==> config.mk <==
export PLATFORM = sky130hd
export DESIGN_NAME = reg_file_2r1w
export DESIGN_NICKNAME = d
export VERILOG_FILES = /design/src/rtl/reg_file_2r1w.sv
export SDC_FILE = /design/constraint.sdc
export NUM_CORES = 2
export LEC_CHECK = 0
export ABC_AREA = 0
export CAP_MARGIN = 20
export CORE_UTILIZATION = 45
export DETAILED_ROUTE_END_ITERATION = 6
export PLACE_DENSITY = 0.73
export SYNTH_ARGS = -nofsm -noshare
export SYNTH_HDL_FRONTEND = slang
export SYNTH_SLANG_ARGS = --single-unit
==> constraint.sdc <==
create_clock -name clk -period 2.95 [get_ports clk]
set_input_delay 0.4425 -clock clk [delete_from_list [all_inputs] [get_ports clk]]
set_output_delay 0.4425 -clock clk [all_outputs]
set_load 0.05 [all_outputs]
==> src/rtl/reg_file_2r1w.sv <==
// reg_file_2r1w: 32-entry, two-read/one-write register file for the single-cycle
// datapath. Reads are combinational with optional same-cycle write forwarding.
// Each entry carries a "written since reset" flag, and a saturating counter
// tracks committed writes. x0 is hard-wired to zero.
module reg_file_2r1w #(
  parameter int DATA_W = 32,
  parameter int ADDR_W = 5,
  parameter int BYPASS = 1,
  parameter int CNT_W  = 16
) (
  input  logic              clk,
  input  logic              rst,
  input  logic [ADDR_W-1:0] rs1_addr,
  input  logic [ADDR_W-1:0] rs2_addr,
  input  logic [ADDR_W-1:0] rd_addr,
  input  logic              rd_we,
  input  logic [DATA_W-1:0] rd_wdata,
  output logic [DATA_W-1:0] rs1_data,
  output logic [DATA_W-1:0] rs2_data,
  output logic              rs1_uninit,
  output logic              rs2_uninit,
  output logic [CNT_W-1:0]  wr_count
);

  localparam int DEPTH = 2 ** ADDR_W;

  logic [DATA_W-1:0] regs_q [DEPTH];
  logic [DATA_W-1:0] regs_d [DEPTH];
  logic [DEPTH-1:0]  valid_q;
  logic [DEPTH-1:0]  valid_d;
  logic [CNT_W-1:0]  wr_count_q;
  logic [CNT_W-1:0]  wr_count_d;

  // A write only takes effect for a non-zero destination.
  logic wr_commit;
  assign wr_commit = rd_we && (rd_addr != '0);

  // Next-state for every entry; x0 never holds anything but zero.
  genvar gi;
  generate
    for (gi = 0; gi < DEPTH; gi++) begin : g_entry
      if (gi == 0) begin : g_zero
        assign regs_d[gi]  = '0;
        assign valid_d[gi] = 1'b1;
      end else begin : g_reg
        assign regs_d[gi]  = (wr_commit && (rd_addr == ADDR_W'(gi))) ? rd_wdata : regs_q[gi];
        assign valid_d[gi] = valid_q[gi] | (wr_commit && (rd_addr == ADDR_W'(gi)));
      end
    end
  endgenerate

  // Counter of committed writes, holding at all-ones instead of wrapping.
  always_comb begin
    wr_count_d = wr_count_q;
    if (wr_commit && (wr_count_q != {CNT_W{1'b1}})) begin
      wr_count_d = wr_count_q + 1'b1;
    end
  end

  // Storage, valid flags and counter; reset clears everything without a clock edge.
  always_ff @(posedge clk or negedge rst) begin
    if (!rst) begin
      for (int i = 0; i < DEPTH; i++) begin
        regs_q[i] <= '0;
      end
      valid_q    <= DEPTH'(1);
      wr_count_q <= '0;
    end else begin
      regs_q     <= regs_d;
      valid_q    <= valid_d;
      wr_count_q <= wr_count_d;
    end
  end

  assign wr_count = wr_count_q;

  // Both read ports share one description so they resolve identically.
  logic [ADDR_W-1:0] rs_addr   [2];
  logic [DATA_W-1:0] rs_data   [2];
  logic              rs_uninit [2];

  assign rs_addr[0] = rs1_addr;
  assign rs_addr[1] = rs2_addr;

  generate
    for (gi = 0; gi < 2; gi++) begin : g_rport
      logic hit;
      assign hit = wr_commit && (rd_addr == rs_addr[gi]);

      // Combinational read with optional forwarding of the in-flight write; forced to zero in reset.
      always_comb begin
        rs_data[gi]   = '0;
        rs_uninit[gi] = 1'b0;
        if (rst && (rs_addr[gi] != '0)) begin
          if ((BYPASS != 0) && hit) begin
            rs_data[gi] = rd_wdata;
          end else begin
            rs_data[gi]   = regs_q[rs_addr[gi]];
            rs_uninit[gi] = ~valid_q[rs_addr[gi]];
          end
        end
      end
    end
  endgenerate

  assign rs1_data   = rs_data[0];
  assign rs2_data   = rs_data[1];
  assign rs1_uninit = rs_uninit[0];
  assign rs2_uninit = rs_uninit[1];

endmodule

==> results.cfg <==
[outcome]
outcome = complete, but fails checks
violations = design-rule violations, negative setup slack

[sta]
final-hold-violation-count = 0
fin_skew_ps = 4.466
finalCritPeriodShare = 1.088
timing.hold.ws_ps = 446.9
finalSetupTns_ps = -6241
fin_crit_ps = 3210
fmax_mhz = 311.5
rsz0062_at_grt = yes
setup_violations = 58
worstMarginPinSlew_ps = 1096
layout_setup_ws_ps = -260.3
maxSlewViolCount = 0
slew_headroom = 0.2694

[power_and_ir_drop]
totalPowerFinal_mw = 44.96
cellLeakagePower_nw = 30.21
vdd_drop_max_mv = 0.5430
powerDensity_nw_per_um2 = 640.9

[yosys]
yosysWarnings = 0
ys_ff_latch = 1039
synthArstFlopShare = 1.000
synth-edff-count = 0
synth_cell_types = 63
syn-cell-area_um2 = 56320
synth_cells = 3906
ys.flop_type = dfrtp_1
seq_area_frac_synth = 0.4617
syn_area_per_cell_um2 = 14.42
synth.net_count = 3957

[drt]
drc_errors = 24
ant_nets = 0
drt-vias-per-instance = 6.730
wl_per_cell_um = 32.05
drtIter0Drc = 4844
drt-total-wl_um = 194400
drtPass1Iterations = 7
vias = 40820

[critical_path]
critPathLaunchType = flip-flop
arrival_ps = 2770
cp.required_ps = 2510
r2r-end = wr_count[15]$_DFFE_PN0P_
reg2reg_depth = 5
timing.setup.critical_path_class = reg -> out
reg2reg_slack_ps = 1060
path_max_fanout = 3
critPathCaptureType = primary output
rr_startpoint = wr_count[12]$_DFFE_PN0P_

[clock_network]
cts_sinks = 1039
cts_buffer_depth = 3
cts-root-buf = clkbuf_16
clk_latency_ps = 720
cts_tree = built
cts_buffers = 112
path_clk_slew_ps = 60
htreeDepth = 3

[cells_and_area]
nets = 4380
areaGrowthSynthToFinish_pct = 24.57
stdcell_count = 6065
drive_gt1_frac = 0.5835
post-route-util = 0.5660

[placed_design]
dpl.hpwl_um = 119800
io_buffer_count = 131
dp.cells = 5750
place_congestion = 0.9005

[floorplan]
rows = 129
die_width_um = 355.8
initial_utilization = 0.4543
die_area_um2 = 126600
fp.dieH_um = 355.8
core_um2 = 124000
pin_count = 132

[grt]
grt_pass1_vias = 41410
grt_pass1_wl_um = 284900
antenna_found_initial = 5
grt_max_degree = 183
grtUsageTotal = 0.3049
overflow = 0

[worst_hold_path]
hold_path.class = in -> async

[job]
cap_violations = 0
==> synthesized netlist by cell type, types with 7 or more instances <==
cell type | n | area (µm²)
mux2_2 | 1090 | 12270
dfrtp_1 | 1039 | 26000
mux4_2 | 364 | 8198
mux2i_1 | 204 | 2042
clkbuf_1 | 201 | 754.5
buf_2 | 125 | 625.6
a22oi_1 | 88 | 660.6
nand2_1 | 79 | 296.5
a221oi_1 | 64 | 560.5
nor2_1 | 53 | 198.9
a211oi_1 | 50 | 375.4
a22o_1 | 43 | 376.6
or2_2 | 42 | 262.8
a221o_1 | 40 | 400.4
buf_1 | 38 | 142.6
buf_4 | 38 | 285.3
o221ai_1 | 36 | 315.3
a21oi_1 | 32 | 160.2
nor2b_1 | 31 | 193.9
o211ai_1 | 29 | 217.7
buf_6 | 22 | 247.7
nand2b_1 | 21 | 131.4
o22ai_1 | 21 | 131.4
o31ai_1 | 18 | 135.1
o21ai_1 | 15 | 75.07
mux4_1 | 14 | 367.9
xnor2_1 | 14 | 122.6
xor2_1 | 10 | 87.58
and3_1 | 7 | 43.79
o21ai_0 | 7 | 35.03
==> metal layers <==
metal / vias to the layer above / GRT usage / part of all wire / wire (µm)
met1: 21770 / 0.4144 / 0.39 / 76690
li1: 16010 / - / - / -
met3: 600 / 0.08041 / 0.10 / 20140
met5: - / 0 / 0.00019 / 36
met4: 6 / 0.1492 / 0.053 / 10260
met2: 2435 / 0.4535 / 0.45 / 87280
==> logic make-up (layout without fill, tap and decap cells) <==
logic type | Yosys count | in the layout | synth area share
AOI/OAI and AO/OA | 469 | 469 | 0.06572
xor gates and xnor gates | 24 | 24 | 0.003732
adders and majority gates | 1 | 1 | 0.0002221
buffers and inverters | 428 | 946 | 0.03735
DFF | 1039 | 1039 | 0.4617
muxes | 1673 | 1673 | 0.4065
other | 0 | 3 | 0
and+or+nand+nor | 272 | 273 | 0.02482
==> cell type report <==
| type | count | area [µm²] |
|---|---|---|
| clock buffer | 176 | 3395 |
| sequential | 1039 | 26000 |
| tap | 1637 | 2048 |
| clock inverter | 34 | 335.3 |
| timing repair buffer | 734 | 8413 |
| antenna | 3 | 7.507 |
| fill | 9506 | 53800 |
| multi-input combinational | 2440 | 29950 |
| inverter | 2 | 7.507 |
==> through the flow <==
step / setup WS [ps] / cell area (µm²)
2_1_floorplan: -356.3 / 56420
6_report: -260.3 / 70160
4_1_cts: -290.6 / 69280
3_5_place_dp: -700.8 / 63800
3_3_place_gp: -668.2 / 63790
5_1_grt: -292.9 / 70150
==> critical path, cell delays in order, from the launching register on <==
cell and delay [ps]:
dfrtp_1 400, mux4_2 490, mux4_2 520, or3_4 380, o21ai_4 90, buf_12 150
==> worst max-delay path by stage <==
stage	startpoint	cells after the start	end	slack, ps
2_1_floorplan	rd_addr[4]	6	rs2_data[19]	-360
3_3_place_gp	rd_addr[0]	10	rs1_data[30]	-670
3_5_place_dp	rd_addr[4]	10	rs1_data[30]	-700
5_1_grt	valid_q[7]$_DFF_PN0_	5	rs1_uninit	-290
4_1_cts	valid_q[7]$_DFF_PN0_	5	rs1_uninit	-290
6_report	valid_q[7]$_DFF_PN0_	5	rs1_uninit	-260
==> placed cells by master (no fill, tap or decap), drive strengths merged, types with 24 or more instances in the layout <==
cell,count
a211oi,50
or2,43
nand2,79
a21oi,32
a221o,40
mux2i,204
clkinv,24
o211ai,30
nor2,53
a22o,43
nor2b,32
a22oi,88
o221ai,36
clkbuf,183
clkdlybuf4s50,48
mux2,1091
a221oi,64
buf,672
mux4,378
dfrtp,1039
==> flip-flops by register name, summed over array words and instances (netlist names) <==
signal	cells
wr_count	16
valid_q	31
regs_q	992
==> power breakdown <==
part	switching (mW)	total [mW]	internal, mW	leakage [nW]
clock network	6.15	14.4	8.23	1.85
registers	2.19	19.3	17.1	13.2
logic	4.83	11.3	6.50	15.1
total	13.2	45.0	31.8	30.2
==> what timing repair did <==
action                                  in CTS  in global routing
pin swaps                                   85                 57
setup buffers                               69                 52
hold endpoints to repair                   135                  0
endpoints found under the setup margin      66                 70
gates resized for setup                    240                 93
hold buffers                                 2                  0
gates cloned                                 5                  2
No activity file was read; power rests on OpenSTA's default activity.
